==> config.mk <==
export PLATFORM = sky130hd
export DESIGN_NAME = button_ctrl
export DESIGN_NICKNAME = d
export VERILOG_FILES = /design/src/rtl/button_pkg.sv /design/src/rtl/button_ctrl_debounce_ch.sv /design/src/rtl/button_ctrl.sv
export SDC_FILE = /design/constraint.sdc
export NUM_CORES = 1
export LEC_CHECK = 0
export CAP_MARGIN = 20
export CORE_MARGIN = 1
export CORE_UTILIZATION = 54
export DETAILED_ROUTE_END_ITERATION = 10
export PLACE_DENSITY = 0.86
export SLEW_MARGIN = 20
export SYNTH_ARGS = -nofsm -noshare
export SYNTH_HDL_FRONTEND = slang
export SYNTH_SLANG_ARGS = --single-unit
==> constraint.sdc <==
create_clock -name mclk -period 2.05 [get_ports mclk]
set_clock_uncertainty 0.15 [all_clocks]
set_input_delay 0.5125 -clock mclk [delete_from_list [all_inputs] [get_ports mclk]]
set_output_delay 0.5125 -clock mclk [all_outputs]
set_load 0.02 [all_outputs]
==> src/rtl/button_pkg.sv <==
// button_pkg: shared mode encodings and button channel indices for the button front end
package button_pkg;
  localparam logic [1:0] MODE_CLOCK     = 2'd0;
  localparam logic [1:0] MODE_SET_TIME  = 2'd1;
  localparam logic [1:0] MODE_SET_ALARM = 2'd2;
  localparam logic [1:0] MODE_SET_DATE  = 2'd3;
  localparam int NUM_BTN   = 4;
  localparam int BTN_UNITS = 0;
  localparam int BTN_TENS  = 1;
  localparam int BTN_3     = 2;
  localparam int BTN_AMPM  = 3;
endpackage

==> src/rtl/button_ctrl_debounce_ch.sv <==
// debounce_ch: 2-flop synchroniser, debounce counter and rising-edge detector for one button
module debounce_ch #(
  parameter int DEBOUNCE_CYCLES = 4
) (
  input  logic mclk,
  input  logic rst,
  input  logic raw,
  output logic rise
);
  localparam int CW = $clog2(DEBOUNCE_CYCLES) + 1;
  localparam logic [CW-1:0] LIMIT = CW'(DEBOUNCE_CYCLES);
  logic sync1_q, sync2_q, stb_q, stb_d, stb_prev_q;
  logic [CW-1:0] cnt_q, cnt_d, cnt_inc;
  logic hit;
  always_comb begin
    cnt_inc = cnt_q + 1'b1;
    hit = (sync2_q != stb_q) && (cnt_inc == LIMIT);
    stb_d = hit ? ~stb_q : stb_q;
    cnt_d = (sync2_q != stb_q && !hit) ? cnt_inc : '0;
  end
  always_ff @(posedge mclk) begin
    if (rst) begin
      sync1_q    <= 1'b0;
      sync2_q    <= 1'b0;
      stb_q      <= 1'b0;
      stb_prev_q <= 1'b0;
      cnt_q      <= '0;
    end else begin
      sync1_q    <= raw;
      sync2_q    <= sync1_q;
      stb_q      <= stb_d;
      stb_prev_q <= stb_q;
      cnt_q      <= cnt_d;
    end
  end
  assign rise = stb_q & ~stb_prev_q;
endmodule

==> src/rtl/button_ctrl.sv <==
// button_ctrl: debounced one-cycle button pulses, clk_mode register and inactivity timeout
module button_ctrl
  import button_pkg::*;
#(
  parameter int DEBOUNCE_CYCLES = 4,
  parameter int TIMEOUT_CYCLES  = 20
) (
  input  logic               mclk,
  input  logic               rst,
  input  logic [NUM_BTN-1:0] pButton,
  input  logic               pMode,
  output logic [NUM_BTN-1:0] vButton,
  output logic [1:0]         clk_mode
);
  localparam logic [31:0] IDLE_LAST = 32'(TIMEOUT_CYCLES - 1);
  logic [NUM_BTN:0] raw, rise;
  logic [NUM_BTN-1:0] vbutton_q, vbutton_d;
  logic [1:0] mode_q, mode_d;
  logic [31:0] idle_q, idle_d;
  assign raw = {pMode, pButton};
  for (genvar i = 0; i <= NUM_BTN; i++) begin : g_ch
    debounce_ch #(.DEBOUNCE_CYCLES(DEBOUNCE_CYCLES)) u_ch (
      .mclk(mclk),
      .rst (rst),
      .raw (raw[i]),
      .rise(rise[i])
    );
  end
  // a mode press outranks the timeout that would land on the same edge
  always_comb begin
    vbutton_d = rise[NUM_BTN-1:0];
    mode_d = mode_q;
    idle_d = idle_q + 32'd1;
    if (rise[NUM_BTN]) begin
      mode_d = mode_q + 2'd1;
      idle_d = '0;
    end else if (mode_q == MODE_CLOCK || vbutton_q != '0) begin
      idle_d = '0;
    end else if (TIMEOUT_CYCLES != 0 && idle_q == IDLE_LAST) begin
      mode_d = MODE_CLOCK;
      idle_d = '0;
    end
  end
  always_ff @(posedge mclk) begin
    if (rst) begin
      vbutton_q <= '0;
      mode_q    <= MODE_CLOCK;
      idle_q    <= '0;
    end else begin
      vbutton_q <= vbutton_d;
      mode_q    <= mode_d;
      idle_q    <= idle_d;
    end
  end
  assign vButton  = vbutton_q;
  assign clk_mode = mode_q;
endmodule
==> flow_summary_export.csv <==
group,metric,value,unit
placed_design,io_buffers,12,
synthesis,syn-mean-instance-area,9.20,um2
sta,max_slew_margin,74.2,%
layout,ant_cells,0,
sta,timing.final.hold_violations,0,
setup_path,worstPathMaxFanout,7,
route,wirelength,6.86,mm
placed_design,preCtsSetupSlack,-17.5,ps
grt,grt_pass1_vias,2502,
placed_design,place.detailed.instances,429,
synthesis,ys.warnings.count,0,
outcome,failed_checks,"negative setup slack",
synthesis,synth.net_count,354,
placed_design,place_congestion,0.858,
clocking,clock_sink_count,73,
floorplanning,die_area,6020,um2
layout,final.fill_count,395,
outcome,status,"complete, but fails checks",
layout,layout.nets,390,
sta,worst_slew_pin_slew,383,ps
run,max-cap-violations,0,
sta,worst_slack,-5.01,ps
pwr,p_leak,0.00134,uW
clocking,cts.htree.levels,3,
route,drt.antenna.violating_nets,0,
sta,slew_viol_final,0,
pwr,power_density,713,nW/um2
route,detail_route.iter0.violations,183,
pwr,power.ir.vdd_worst,0.539,mV
layout,finish.cell_count_without_fillers,446,
grt,track_usage,23.9,%
synthesis,synth.distinct_cells,33,
synthesis,yosys_register_bits,73,
clocking,tritoncts,"built",
setup_path,crit_path_max_cell_delay,640,ps
setup_path,startpoint_type,"register",
grt,initial_antenna_violation_count,0,
route,detailedRoute.firstPassIterationCount,5,
clocking,clockRootBuffer,"clkbuf_8",
synthesis,summed_instance_area_of_the_synthesized_netlist,3080,um2
sta,share_of_the_clock_period_used_by_the_worst_path,100,%
clocking,worst_setup_hold_path_clk_slew,70,ps
sta,fmax,487,MHz
setup_path,worst_ep_arrival_time,2180,ps
setup_path,critPathSlowestCell,"or4_4",
route,avgRoutedWirePerCell,15.4,um
sta,setup_violations,1,
floorplanning,die-width,77.6,um
floorplanning,boundaryPins,13,
grt,grt-ovfl-total,0,
floorplanning,die_h,77.6,um
layout,syn2layout_area_growth,21.1,%
setup_path,worst-endpoint-required,2180,ps
layout,mostFrequentLayoutCells,"dfxtp_1, nor2_1, buf_4, nand2_1, nor2b_1",
layout,postLayoutCellArea,3730,um2
clocking,cts_buffers,9,
sta,period_needed,2060,ps
layout,layout_commonest_cell,"dfxtp_1",
floorplanning,placement_rows,27,
placed_design,place_hpwl,4.46,mm
synthesis,part_of_the_yosys_area_used_for_sequential_elements,47.4,%
route,via_count,2601,
worst_hold_path,worst_hold_path_type,"register to register",
grt,grt_pass1_wl,11.2,mm
sta,rsz0062_at_grt,"true",
route,detail_routed_via_count_per_cell,5.83,
setup_path,timing.setup.critical_path_class,"register to register",
route,route.detailed.drc,0,
floorplanning,initial_core_utilization,56.0,%
placed_design,dpl-instance-area,3440,um2
setup_path,crit_end_category,"register",
layout,post_route_cells_drive_above_1_share,19.5,%
setup_path,worstPathCellList,"nand4_1 > or4_4 > or4b_4 > a21oi_2",
synthesis,syn_inst,335,
clocking,holdBufCountCts,0,
clocking,cts_max_path_buffers,2,
clocking,clock_insertion_delay_worst_skew,350,ps
grt,maximum_number_of_pins_on_one_net_before_global_route_repair,33,
floorplanning,core,5510,um2
==> sequential cells by signal, indices dropped and copies added, names as in the netlist <==
name,flops
idle_q,32
g_ch.u_ch.cnt_q,15
g_ch.u_ch.stb_prev_q,5
g_ch.u_ch.stb_q,5
g_ch.u_ch.sync1_q,5
g_ch.u_ch.sync2_q,5
vButton,4
clk_mode,2
==> cells in the mapped netlist <==
cell type	n	area share [%]
nand3_1	15	2.4
a21oi_2	2	0.57
inv_1	9	1.1
or3_1	2	0.41
buf_2	2	0.32
or4b_1	2	0.65
a21oi_1	19	3.1
clkbuf_1	13	1.6
xnor2_1	14	4.0
o2111ai_1	1	0.28
nand4_4	1	0.69
or4_1	11	2.7
nor3_1	5	0.81
o31ai_1	11	2.7
nor2b_1	19	3.9
or4_4	3	1.1
dfxtp_1	73	47
or4b_2	1	0.32
nor4b_1	1	0.28
buf_6	1	0.37
and2_0	1	0.20
nor3b_1	1	0.24
or2_2	4	0.81
o21ai_0	3	0.49
nand2_1	25	3.0
nor2_1	30	3.7
nand4_1	17	3.4
o41ai_1	3	0.85
and3_1	12	2.4
ha_1	12	4.9
nor4_1	10	2.0
xor2_1	11	3.1
and2_1	1	0.20
==> metrics by stage <==
stage / total power, uW / hold WS (ps) / TNS [ps] / util, %
after floorplan: 1490 / 217 / 0 / -
after global placement: 1500 / 221 / 0 / 62.5
after detailed placement: 1510 / 225 / -24.3 / 62.5
after CTS: 2680 / 235 / 0 / 66.4
after global routing: 2760 / 252 / -72.1 / 67.8
final: 2660 / 235 / -5.01 / 67.8
==> what timing repair did <==
action / 4_1_cts / 5_1_grt
hold endpoints to repair: 0 / 0
setup buffers: 1 / 1
gates resized for setup: 1 / 17
pin swaps: 1 / 8
setup endpoints to repair: 4 / 32
cloned: 0 / 1
==> cell families (layout without fill, tap and decap cells) <==
kind of cell	after synthesis	in the layout	share of synthesized area, %
and+or+nand+nor	161	162	29.3
DFF	73	73	47.4
AOI/OAI and AO/OA	39	39	7.95
xor gates and xnor gates	25	25	7.10
buffers and inverters	25	63	3.37
adders and majority gates	12	12	4.87
==> power by group <==
part	internal, uW	switching [uW]
sequential	1430	6.26
combinational	22.0	16.9
clock	673	514
total	2120	537
==> worst max-delay path, delay by kind of cell, from the launching register on <==
family / cells / cell delay (ps)
AOI/OAI and AO/OA: 1 / 130
DFF: 1 / 360
and+or+nand+nor: 3 / 1360
==> final cells by class <==
cell class,instances,area (um2),area share (%)
clock buffers,9,124,3.32
inverters,9,33.8,0.905
multi-input cells,238,1590,42.6
clock inverters,5,81.3,2.18
flip-flops and latches,73,1470,39.4
well taps,72,90.1,2.41
repair buffers,40,343,9.19
==> path summary, 6_finish.rpt <==
kind                                               from    endpoint  slack [ps]  depth (start not counted)
worst max-delay path                         idle_q[16]  idle_q[31]          -5                          4
worst min-delay path            g_ch[2].u_ch.stb_prev_q  vButton[2]         230                          1
worst max register to register               idle_q[16]  idle_q[31]          -5                          4
worst min register to register  g_ch[2].u_ch.stb_prev_q  vButton[2]         230                          1
==> per-layer routing <==
metal  vias to the layer above  track usage (%)  wire length [um]
met2                       105             41.4              3410
met5                         -                0                 0
met1                      1211             26.8              2860
li1                       1262                -                 -
met3                        23             6.35               394
met4                         0             12.5               196
No activity file was read; power rests on OpenSTA's default activity.
